===== src/rtl/csr_trap_ctrl_if.sv =====
// Commit-stage bundle between the execute pipeline and the machine-mode CSR/trap block.
// valid marks one instruction per cycle and has no ready: the block never stalls, so the
// instruction commits that cycle unless raise_trap reports a trap (an MRET redirect still commits).
interface csr_trap_ctrl_if #(
  parameter int XLEN    = 64,
  parameter int NUM_HPM = 4
);
  localparam int HPM_W = (NUM_HPM < 1) ? 1 : NUM_HPM;

  logic             valid;
  logic [XLEN-1:0]  pc;
  logic [31:0]      inst_bits;
  logic             is_csr;
  logic [2:0]       funct3;
  logic             is_mret;
  logic [11:0]      csr_addr;
  logic [4:0]       rs1_addr;
  logic [XLEN-1:0]  rs1_data;
  logic             expt_valid;
  logic [XLEN-1:0]  expt_cause;
  logic [XLEN-1:0]  expt_value;
  logic             retire;
  logic [HPM_W-1:0] hpm_event;
  logic             irq_meip;
  logic             irq_msip;
  logic             irq_mtip;
  logic [XLEN-1:0]  rdata;
  logic             raise_trap;
  logic [XLEN-1:0]  trap_vector;
  logic             trap_return;

  modport master (
    output valid, pc, inst_bits, is_csr, funct3, is_mret, csr_addr, rs1_addr, rs1_data,
           expt_valid, expt_cause, expt_value, retire, hpm_event, irq_meip, irq_msip, irq_mtip,
    input  rdata, raise_trap, trap_vector, trap_return
  );

  modport slave (
    input  valid, pc, inst_bits, is_csr, funct3, is_mret, csr_addr, rs1_addr, rs1_data,
           expt_valid, expt_cause, expt_value, retire, hpm_event, irq_meip, irq_msip, irq_mtip,
    output rdata, raise_trap, trap_vector, trap_return
  );
endinterface


===== src/rtl/csr_trap_ctrl.sv =====
// Machine-mode CSR file and trap controller: Zicsr decode, MRET, exceptions, three
// machine interrupts, vectored mtvec, 64-bit counters with mcountinhibit.
module csr_trap_ctrl #(
  parameter int              XLEN        = 64,
  parameter int              NUM_HPM     = 4,
  parameter logic [XLEN-1:0] MTVEC_RESET = '0,
  parameter logic [XLEN-1:0] HART_ID     = '0
) (
  input logic            clk,
  input logic            rst,
  csr_trap_ctrl_if.slave bus
);
  localparam int HPM_W = (NUM_HPM < 1) ? 1 : NUM_HPM;
  localparam logic [31:0] CINH_MASK = 32'(((64'd1 << (3 + NUM_HPM)) - 64'd1) & ~64'd2);
  localparam logic [XLEN-1:0] MISA = (XLEN'((XLEN == 64) ? 2 : 1) << (XLEN - 2)) | XLEN'(1 << 8);

  // Interrupt bits are kept packed as {MEI, MTI, MSI}.
  logic            mst_mie, mst_mpie;
  logic [2:0]      mie_q, mip_q;
  logic [XLEN-1:0] mtvec_q, mscratch_q, mepc_q, mcause_q, mtval_q;
  logic [31:0]     cinh_q;
  logic [63:0]     mcycle_q, minstret_q;
  logic [63:0]     hpm_q [HPM_W];

  function automatic logic [XLEN-1:0] irq_bits(input logic [2:0] b);
    irq_bits     = '0;
    irq_bits[11] = b[2];
    irq_bits[7]  = b[1];
    irq_bits[3]  = b[0];
  endfunction

  logic [1:0]      op;
  logic [XLEN-1:0] src, wdata, csr_val, mstatus_rd, mtvec_base, cause, tval;
  logic            wr_intent, csr_ok, cnt_lo, cnt_hi, cnt_ok;
  logic [4:0]      cidx;
  logic [63:0]     cnt_sel, cnt_new, wd64;
  logic [2:0]      pend;
  logic [3:0]      irq_code;
  logic            irq_take, illegal, exc_take, trap, mret_take, csr_we;

  assign op         = bus.funct3[1:0];
  assign src        = bus.funct3[2] ? XLEN'(bus.rs1_addr) : bus.rs1_data;
  assign wr_intent  = (op == 2'b01) || (bus.rs1_addr != 5'd0);
  assign cidx       = bus.csr_addr[4:0];
  assign cnt_lo     = (bus.csr_addr[11:5] == 7'b1011000);
  assign cnt_hi     = (XLEN == 32) && (bus.csr_addr[11:5] == 7'b1011100);
  assign mstatus_rd = XLEN'({2'b11, 3'b000, mst_mpie, 3'b000, mst_mie, 3'b000});
  assign mtvec_base = {mtvec_q[XLEN-1:2], 2'b00};

  always_comb begin
    cnt_sel = '0;
    cnt_ok  = 1'b0;
    if (cidx == 5'd0) begin
      cnt_sel = mcycle_q;
      cnt_ok  = 1'b1;
    end else if (cidx == 5'd2) begin
      cnt_sel = minstret_q;
      cnt_ok  = 1'b1;
    end
    for (int i = 0; i < NUM_HPM; i++) begin
      if (cidx == 5'(i + 3)) begin
        cnt_sel = hpm_q[i];
        cnt_ok  = 1'b1;
      end
    end
  end

  always_comb begin
    csr_ok  = 1'b1;
    csr_val = '0;
    case (bus.csr_addr)
      12'h300: csr_val = mstatus_rd;
      12'h301: csr_val = MISA;
      12'h304: csr_val = irq_bits(mie_q);
      12'h305: csr_val = mtvec_q;
      12'h320: csr_val = XLEN'(cinh_q);
      12'h340: csr_val = mscratch_q;
      12'h341: csr_val = mepc_q;
      12'h342: csr_val = mcause_q;
      12'h343: csr_val = mtval_q;
      12'h344: csr_val = irq_bits(mip_q);
      12'hF11, 12'hF12, 12'hF13: csr_val = '0;
      12'hF14: csr_val = HART_ID;
      default: begin
        csr_ok = (cnt_lo || cnt_hi) && cnt_ok;
        if (csr_ok) csr_val = cnt_hi ? XLEN'(cnt_sel >> 32) : XLEN'(cnt_sel);
      end
    endcase
  end

  always_comb begin
    case (op)
      2'b01:   wdata = src;
      2'b10:   wdata = csr_val | src;
      default: wdata = csr_val & ~src;
    endcase
  end

  // A 32-bit write to one counter half keeps the other half intact.
  assign wd64    = 64'(wdata);
  assign cnt_new = cnt_hi ? {wd64[31:0], cnt_sel[31:0]} :
                   (XLEN == 32) ? {cnt_sel[63:32], wd64[31:0]} : wd64;

  assign pend      = mip_q & mie_q;
  assign irq_code  = pend[2] ? 4'd11 : (pend[0] ? 4'd3 : 4'd7);
  assign irq_take  = bus.valid && mst_mie && (pend != 3'b000);
  assign illegal   = bus.is_csr && (!csr_ok || (op == 2'b00) ||
                                    (wr_intent && (bus.csr_addr[11:10] == 2'b11)));
  assign exc_take  = bus.valid && !irq_take && (bus.expt_valid || illegal);
  assign trap      = irq_take || exc_take;
  assign mret_take = bus.valid && bus.is_mret && !trap;
  assign csr_we    = bus.valid && !trap && bus.is_csr && wr_intent;

  assign cause = irq_take ? {1'b1, {(XLEN-5){1'b0}}, irq_code} :
                 (bus.expt_valid ? bus.expt_cause : XLEN'(2));
  assign tval  = irq_take ? '0 : (bus.expt_valid ? bus.expt_value : XLEN'(bus.inst_bits));

  assign bus.rdata       = csr_val;
  assign bus.raise_trap  = !rst && (trap || mret_take);
  assign bus.trap_return = !rst && mret_take;
  assign bus.trap_vector = mret_take ? mepc_q :
                           (irq_take && mtvec_q[0]) ? mtvec_base + XLEN'({irq_code, 2'b00}) :
                           mtvec_base;

  always_ff @(posedge clk) begin
    if (rst) begin
      mst_mie    <= 1'b0;
      mst_mpie   <= 1'b0;
      mie_q      <= '0;
      mip_q      <= '0;
      mtvec_q    <= MTVEC_RESET & ~XLEN'(3);
      mscratch_q <= '0;
      mepc_q     <= '0;
      mcause_q   <= '0;
      mtval_q    <= '0;
      cinh_q     <= '0;
      mcycle_q   <= '0;
      minstret_q <= '0;
      for (int i = 0; i < HPM_W; i++) hpm_q[i] <= '0;
    end else begin
      mip_q <= {bus.irq_meip, bus.irq_mtip, bus.irq_msip};
      if (!cinh_q[0]) mcycle_q <= mcycle_q + 64'd1;
      if (!cinh_q[2] && bus.valid && bus.retire && !(trap || mret_take))
        minstret_q <= minstret_q + 64'd1;
      for (int i = 0; i < NUM_HPM; i++)
        if (!cinh_q[i + 3] && bus.hpm_event[i]) hpm_q[i] <= hpm_q[i] + 64'd1;

      if (trap) begin
        mepc_q   <= {bus.pc[XLEN-1:1], 1'b0};
        mcause_q <= cause;
        mtval_q  <= tval;
        mst_mpie <= mst_mie;
        mst_mie  <= 1'b0;
      end else if (mret_take) begin
        mst_mie  <= mst_mpie;
        mst_mpie <= 1'b1;
      end else if (csr_we) begin
        case (bus.csr_addr)
          12'h300: begin
            mst_mie  <= wdata[3];
            mst_mpie <= wdata[7];
          end
          12'h304: mie_q      <= {wdata[11], wdata[7], wdata[3]};
          12'h305: mtvec_q    <= wdata & ~XLEN'(2);
          12'h320: cinh_q     <= 32'(wdata) & CINH_MASK;
          12'h340: mscratch_q <= wdata;
          12'h341: mepc_q     <= wdata & ~XLEN'(1);
          12'h342: mcause_q   <= wdata;
          12'h343: mtval_q    <= wdata;
          default: ;
        endcase
        // Counter writes land after the increments above so the write wins.
        if (cnt_lo || cnt_hi) begin
          if (cidx == 5'd0) mcycle_q <= cnt_new;
          else if (cidx == 5'd2) minstret_q <= cnt_new;
          for (int i = 0; i < NUM_HPM; i++)
            if (cidx == 5'(i + 3)) hpm_q[i] <= cnt_new;
        end
      end
    end
  end
endmodule


===== src/flat_wrapper.sv =====
// flat-port wrapper written by rule: the top's interface ports become plain ports
module csr_trap_ctrl_flat 
#(
  parameter int              XLEN        = 64,
  parameter int              NUM_HPM     = 4,
  parameter logic [XLEN-1:0] MTVEC_RESET = '0,
  parameter logic [XLEN-1:0] HART_ID     = '0
)
  (clk, rst, bus_valid, bus_pc, bus_inst_bits, bus_is_csr, bus_funct3, bus_is_mret, bus_csr_addr, bus_rs1_addr, bus_rs1_data, bus_expt_valid, bus_expt_cause, bus_expt_value, bus_retire, bus_hpm_event, bus_irq_meip, bus_irq_msip, bus_irq_mtip, bus_rdata, bus_raise_trap, bus_trap_vector, bus_trap_return);
  csr_trap_ctrl_if #(.XLEN(XLEN), .NUM_HPM(NUM_HPM)) bus_i ();
  input logic clk;
  input logic rst;
  input wire logic [$bits(bus_i.valid)-1:0] bus_valid;
  input wire logic [$bits(bus_i.pc)-1:0] bus_pc;
  input wire logic [$bits(bus_i.inst_bits)-1:0] bus_inst_bits;
  input wire logic [$bits(bus_i.is_csr)-1:0] bus_is_csr;
  input wire logic [$bits(bus_i.funct3)-1:0] bus_funct3;
  input wire logic [$bits(bus_i.is_mret)-1:0] bus_is_mret;
  input wire logic [$bits(bus_i.csr_addr)-1:0] bus_csr_addr;
  input wire logic [$bits(bus_i.rs1_addr)-1:0] bus_rs1_addr;
  input wire logic [$bits(bus_i.rs1_data)-1:0] bus_rs1_data;
  input wire logic [$bits(bus_i.expt_valid)-1:0] bus_expt_valid;
  input wire logic [$bits(bus_i.expt_cause)-1:0] bus_expt_cause;
  input wire logic [$bits(bus_i.expt_value)-1:0] bus_expt_value;
  input wire logic [$bits(bus_i.retire)-1:0] bus_retire;
  input wire logic [$bits(bus_i.hpm_event)-1:0] bus_hpm_event;
  input wire logic [$bits(bus_i.irq_meip)-1:0] bus_irq_meip;
  input wire logic [$bits(bus_i.irq_msip)-1:0] bus_irq_msip;
  input wire logic [$bits(bus_i.irq_mtip)-1:0] bus_irq_mtip;
  output wire logic [$bits(bus_i.rdata)-1:0] bus_rdata;
  output wire logic [$bits(bus_i.raise_trap)-1:0] bus_raise_trap;
  output wire logic [$bits(bus_i.trap_vector)-1:0] bus_trap_vector;
  output wire logic [$bits(bus_i.trap_return)-1:0] bus_trap_return;
  assign bus_i.valid = bus_valid;
  assign bus_i.pc = bus_pc;
  assign bus_i.inst_bits = bus_inst_bits;
  assign bus_i.is_csr = bus_is_csr;
  assign bus_i.funct3 = bus_funct3;
  assign bus_i.is_mret = bus_is_mret;
  assign bus_i.csr_addr = bus_csr_addr;
  assign bus_i.rs1_addr = bus_rs1_addr;
  assign bus_i.rs1_data = bus_rs1_data;
  assign bus_i.expt_valid = bus_expt_valid;
  assign bus_i.expt_cause = bus_expt_cause;
  assign bus_i.expt_value = bus_expt_value;
  assign bus_i.retire = bus_retire;
  assign bus_i.hpm_event = bus_hpm_event;
  assign bus_i.irq_meip = bus_irq_meip;
  assign bus_i.irq_msip = bus_irq_msip;
  assign bus_i.irq_mtip = bus_irq_mtip;
  assign bus_rdata = bus_i.rdata;
  assign bus_raise_trap = bus_i.raise_trap;
  assign bus_trap_vector = bus_i.trap_vector;
  assign bus_trap_return = bus_i.trap_return;
  csr_trap_ctrl #(.XLEN(XLEN), .NUM_HPM(NUM_HPM), .MTVEC_RESET(MTVEC_RESET), .HART_ID(HART_ID)) u_core (.clk(clk), .rst(rst), .bus(bus_i));
endmodule

===== config.mk =====
export PLATFORM = sky130hd
export DESIGN_NAME = csr_trap_ctrl_flat
export DESIGN_NICKNAME = d
export VERILOG_FILES = /design/src/rtl/csr_trap_ctrl_if.sv /design/src/rtl/csr_trap_ctrl.sv /design/src/flat_wrapper.sv
export SDC_FILE = /design/constraint.sdc
export NUM_CORES = 2
export LEC_CHECK = 0
export BUFFER_PORTS_ARGS = -buffer_cell sky130_fd_sc_hd__buf_2
export CORE_MARGIN = 2
export CORE_UTILIZATION = 35
export CTS_CLUSTER_SIZE = 40
export DETAILED_ROUTE_END_ITERATION = 7
export HOLD_SLACK_MARGIN = 0.12
export PLACE_DENSITY = 0.54
export SLEW_MARGIN = 10
export SYNTH_ARGS = -nofsm -noshare
export SYNTH_HDL_FRONTEND = slang
export SYNTH_SLANG_ARGS = --single-unit

===== constraint.sdc =====
create_clock -name clk -period 8.44 [get_ports clk]
set_input_delay 0.844 -clock clk [delete_from_list [all_inputs] [get_ports clk]]
set_output_delay 0.844 -clock clk [all_outputs]
set_load 0.03 [all_outputs]

; ---- Yosys cells after proc, flatten, opt, wreduce, memory -nomap -nowiden
; Memories as Yosys holds them, arrays and structs flattened.
; Cells that the tools add are included.
[word_totals]
out_inout_bits = 130
register_bits = 460
word_cells = 227
n_memories = 1
ramBits = 256
[mem_list]
columns = memory, words, word_bits, rd, rd_ports_with_merged_regs, wr, line_no
row1 = u_core.hpm_q, 4, 64, 4, 0, 4, csr_trap_ctrl.sv:23  ; logic [63:0] hpm_q [HPM_W];
[op_classes]
n_mux = 107
bitwise = 14
n_eq_ne = 24
add_sub_neg = 7
reduce_logical = 62
[op_table]
columns = cell, count
row1 = $mux W64, 47
row2 = $pmux W64 S11, 1
row3 = $add A64 B1 Y64 const B, 6
row4 = $pmux W64 S2, 1
row5 = $eq A12 B10 Y1 const B, 10
row6 = $add A64 B6 Y64, 1
row7 = $and A64 B64 Y64, 1
row8 = $not A64 Y64, 1
row9 = $or A64 B64 Y64, 1
row10 = $mux W1, 56
row11 = $eq A12 B12 Y1 const B, 4
row12 = $logic_and A1 B1 Y1, 22
row13 = $reduce_and A4 Y1, 4
row14 = $eq A5 B3 Y1 const B, 3
row15 = $reduce_or A14 Y1, 1
row16 = $reduce_bool A2 Y1, 6
row17 = $eq A5 B2 Y1 const B, 2
row18 = $logic_not A1 Y1, 10
row19 = $reduce_and A3 Y1, 3
row20 = $reduce_bool A3 Y1, 3
row21 = $or A1 B1 Y1, 8
row22 = $eq A7 B7 Y1 const B, 1
row23 = $logic_or A1 B1 Y1, 6
row24 = $logic_not A5 Y1, 1
row25 = other kinds (12), 15

; ---- Longest topological paths before layout
[logic_depth]
word_depth = 28
mapped_depth = 13
depth_no_buf = 11

; ---- Least setup slack after synthesis
; No wires, ideal clock.
[synth_path]
path_kind = input to register
from = input port bus_csr_addr[6]
to = memory u_core.hpm_q[1][0], enable pin
arrival_time_ns = 4.624
setup_ns = 0.435
path_stages = 9
slack_ns = 3.381
t_required_ns = 8.005
cell_sequence = buf_2 > or3b_1 > or4_1 > o211a_1 > a21boi_0 > buf_2 > buf_2 > nand4_1 > nand3b_1
[synth_rtl]
columns = element, line_no
row1 = from (decl), flat_wrapper.sv:19  ; input wire logic [$bits(bus_i.csr_addr)-1:0] bus_csr_addr;
row2 = to (decl), csr_trap_ctrl.sv:23

; ---- Final worst setup path
[layout_path]
from = input port bus_funct3[1]
to = output port bus_trap_vector[4]
[layout_between]
elab_chain_cells = 11
elab_cells_between_ends = 13
cone_classes = eq/ne (1) / mux (1) / reduce/logical (11)
[layout_lines]
columns = element, line_no
row1 = from (decl), flat_wrapper.sv:17  ; input wire logic [$bits(bus_i.funct3)-1:0] bus_funct3;
row2 = $eq A2 B1 Y1, csr_trap_ctrl.sv:43  ; assign wr_intent = (op == 2'b01) || (bus.rs1_addr != 5'd0);
row3 = $logic_or A1 B1 Y1, csr_trap_ctrl.sv:43
row4 = $logic_and A1 B1 Y1, csr_trap_ctrl.sv:108  ; (wr_intent && (bus.csr_addr[11:10] == 2'b11)));
row5 = $logic_or A1 B1 Y1 (*), csr_trap_ctrl.sv:107  ; assign illegal = bus.is_csr && (!csr_ok || (op == 2'b00) ||
row6 = $logic_and A1 B1 Y1 (*), csr_trap_ctrl.sv:107
row7 = $logic_or A1 B1 Y1 (*), csr_trap_ctrl.sv:109  ; assign exc_take = bus.valid && !irq_take && (bus.expt_valid || illegal);
row8 = $logic_and A1 B1 Y1 (*), csr_trap_ctrl.sv:109
row9 = $logic_or A1 B1 Y1 (*), csr_trap_ctrl.sv:110  ; assign trap = irq_take || exc_take;
row10 = $logic_not A1 Y1 (*), csr_trap_ctrl.sv:111  ; assign mret_take = bus.valid && bus.is_mret && !trap;
row11 = $logic_and A1 B1 Y1 (*), csr_trap_ctrl.sv:111
row12 = $mux W64 (*), csr_trap_ctrl.sv:121  ; assign bus.trap_vector = mret_take ? mepc_q :
row13 = to (decl), flat_wrapper.sv:32  ; output wire logic [$bits(bus_i.trap_vector)-1:0] bus_trap_vector;
; Mark *: on every way between the ends. The rest lies on a longest branch, timed or not.

==> flow_metrics.tcl <==
set metrics [dict create \
    status "complete, no violations" \
    yosysSeqAreaShare_pct 37.42 \
    maxCapViolCount 0 \
    fin_crit_sh_pct 73.93 \
    worst_pin_slew_ps 1397 \
    tns_ps 0 \
    start_kind "input port" \
    synth_seq_cells 716 \
    place_congestion 0.9820 \
    finalSetupViolCount 0 \
    peakVddDrop_uv 139.0 \
    n_fill_cell 13050 \
    vias_per_cell 6.293 \
    grt_overflow_total 0 \
    core_area_um2 127800 \
    areaGrowthSynthToFinish_pct 15.55 \
    p_per_area_nw_per_um2 172.8 \
    grt_max_degree 193 \
    slew_headroom_pct 6.627 \
    path_max_fanout 25 \
    cts-hold-fix-buffers 0 \
    drt-initial-drc-count 6260 \
    cellLeakagePower_nw 18.06 \
    die_y_um 363.2 \
    place_ws_ps 2217 \
    async_flop_share_pct 0 \
    cts_tree "built" \
    cts_buffer_depth 3 \
    final.min_clock_period_ps 6240 \
    syn_area_um2 45150 \
    ant_nets 0 \
    rows 131 \
    synth_top_flop_cell "dfxtp_1" \
    drc 0 \
    ys.warnings.count 0 \
    synth_cells 5429 \
    rsz0062_at_grt "false" \
    htreeDepth 3 \
    grt_pass1_wl_mm 302.8 \
    post-dp-hpwl_mm 154.2 \
    cts_resized 0 \
    drt_first_pass_iters 8 \
    wl_mm 214.1 \
    die_width_um 363.2 \
    hp-class "in2reg" \
    fin_skew_ps 21.67 \
    slew_violations 0 \
    multi_input_area_um2 26440 \
    critPathKind "in2out" \
    antenna_found_initial 24 \
    crit_path_end_kind "primary output" \
    hold_viol 0 \
    required_ps 7600 \
    initial_utilization_pct 35.31 \
    clkTransAtPathRegs_ps 60 \
    synth_fp_nets 5763 \
    cts_num_sinks 716 \
    track_usage_pct 30.93 \
    fin_ws_ps 2200 \
    drive_above_1_share_pct 16.48 \
    cts_buffers 85 \
    final_nets 5965 \
    post-cts-setup-buffers 0 \
    avgSynthCellArea_um2 8.316 \
    numPortBuffers 449 \
    p_total_w 0.009017 \
    vias 46400 \
    dieArea_um2 131900 \
    max_freq_mhz 160.3 \
    yosysUniqueCellTypes 81 \
    cts_root_buffer "clkbuf_16" \
    ios 452 \
    clk_latency_ps 670 \
    regToRegSetupSlack_ps 3300 \
    regArea_um2 16900 \
    crit_arrival_ps 5400 \
    synth_edf_count 256 \
    wl_per_cell_um 29.04 \
    grt_pass1_vias 42580 \
]
==> cell usage in the layout, fill, tap and decap left out, types with 38 or more instances in the layout <==
master / count
a211o_1: 66
a211oi_1: 354
a21o_1: 60
a21oi_1: 183
a22oi_1: 44
a311oi_1: 66
a31oi_1: 39
and3_1: 109
and4_1: 45
buf_2: 446
buf_4: 151
clkbuf_16: 94
dfxtp_1: 460
edfxtp_1: 256
inv_1: 83
mux2_2: 38
mux2i_1: 134
nand2_1: 443
nand3_1: 218
nand4_1: 146
nor2_1: 634
nor3_1: 133
nor4_1: 44
o2111ai_1: 44
o21ai_0: 193
o22ai_1: 191
or2_2: 77
xnor2_1: 235
xor2_1: 188
==> state kept, by name, indices dropped and copies added, names as in the netlist <==
signal	cells
u_core.mcause_q	64
u_core.mscratch_q	64
u_core.mst_mie	1
u_core.mepc_q	63
u_core.mtval_q	64
u_core.mcycle_q	64
u_core.mip_q	3
u_core.mst_mpie	1
u_core.mtvec_q	63
u_core.cinh_q	6
u_core.mie_q	3
u_core.hpm_q	256
u_core.minstret_q	64
==> Yosys cell counts (77+ instances only) <==
cell / instances / share of area, %
inv_1: 83 / 0.69
mux2i_1: 134 / 3.0
nand2_1: 448 / 3.7
o22ai_1: 191 / 2.6
nor3_1: 135 / 1.5
edfxtp_1: 256 / 17
o21ai_0: 194 / 2.2
xnor2_1: 235 / 4.6
dfxtp_1: 460 / 20
nand4_1: 146 / 2.0
nor2_1: 637 / 5.3
a21oi_1: 185 / 2.1
nand3_1: 219 / 2.4
a211oi_1: 355 / 5.9
or2_2: 77 / 1.1
and3_1: 110 / 1.5
clkbuf_1: 386 / 3.2
xor2_1: 188 / 3.6
==> kinds of logic after synthesis <==
group	Yosys count	share of synthesized area, %
simple gates	2019	21.58
compound gates	1515	23.50
flops	716	37.42
buf+inv	570	4.977
xor+xnor	423	8.206
mux	173	3.969
fa+ha+maj	12	0.3325
other cells	1	0.008306
==> stage by stage <==
stage	std cells	util [%]	instance area [um^2]	hold slack (ps)
floorplan	5429	-	45150	431.2
global placement	7206	38.45	49160	444.6
detailed placement	7206	38.45	49160	450.7
CTS	7359	40.78	52130	388.8
global route	7364	40.79	52150	409.3
finish	7373	40.81	52170	412.2
==> area by class of cell <==
class / instances / area share (%)
antenna: 14 / 0.06715
tap: 1662 / 3.986
inverter: 84 / 0.6044
timing repair buffer: 601 / 6.579
multi-input combinational: 4143 / 50.69
clock buffer: 124 / 5.051
clock inverter: 29 / 0.6380
sequential: 716 / 32.39
==> critical path: stages <==
cell      delay [ps]
buf_2            100
inv_1             60
ha_1             330
nor4_1          1080
a21oi_1          230
nor2_1           520
a21boi_4         910
o21ai_2          500
a31oi_1          510
buf_2            300
==> path summary, 6_finish.rpt <==
| kind | end | start | depth (start not counted) |
|---|---|---|---|
| worst min register to register | u_core.mcause_q[63] | u_core.mcause_q[63] | 2 |
| worst min-delay path | u_core.mip_q[0] | bus_irq_msip | 2 |
| worst max register to register | u_core.hpm_q[1][62] | u_core.mip_q[2] | 9 |
| worst max-delay path | bus_trap_vector[4] | bus_funct3[1] | 10 |
==> where the power goes <==
part	internal, W	switching (W)
combinational	0.000360	0.000728
clock	0.00237	0.00162
sequential	0.00376	0.000177
total	0.00649	0.00252
==> metal layers <==
layer	GRT usage, %	share of wire [%]	vias to the layer above
li1	-	-	20660
met5	0	0.043	-
met1	41.73	41	22820
met4	12.37	4.3	14
met3	6.468	10	415
met2	48.08	44	2492
(Power assumes the default switching activity.)
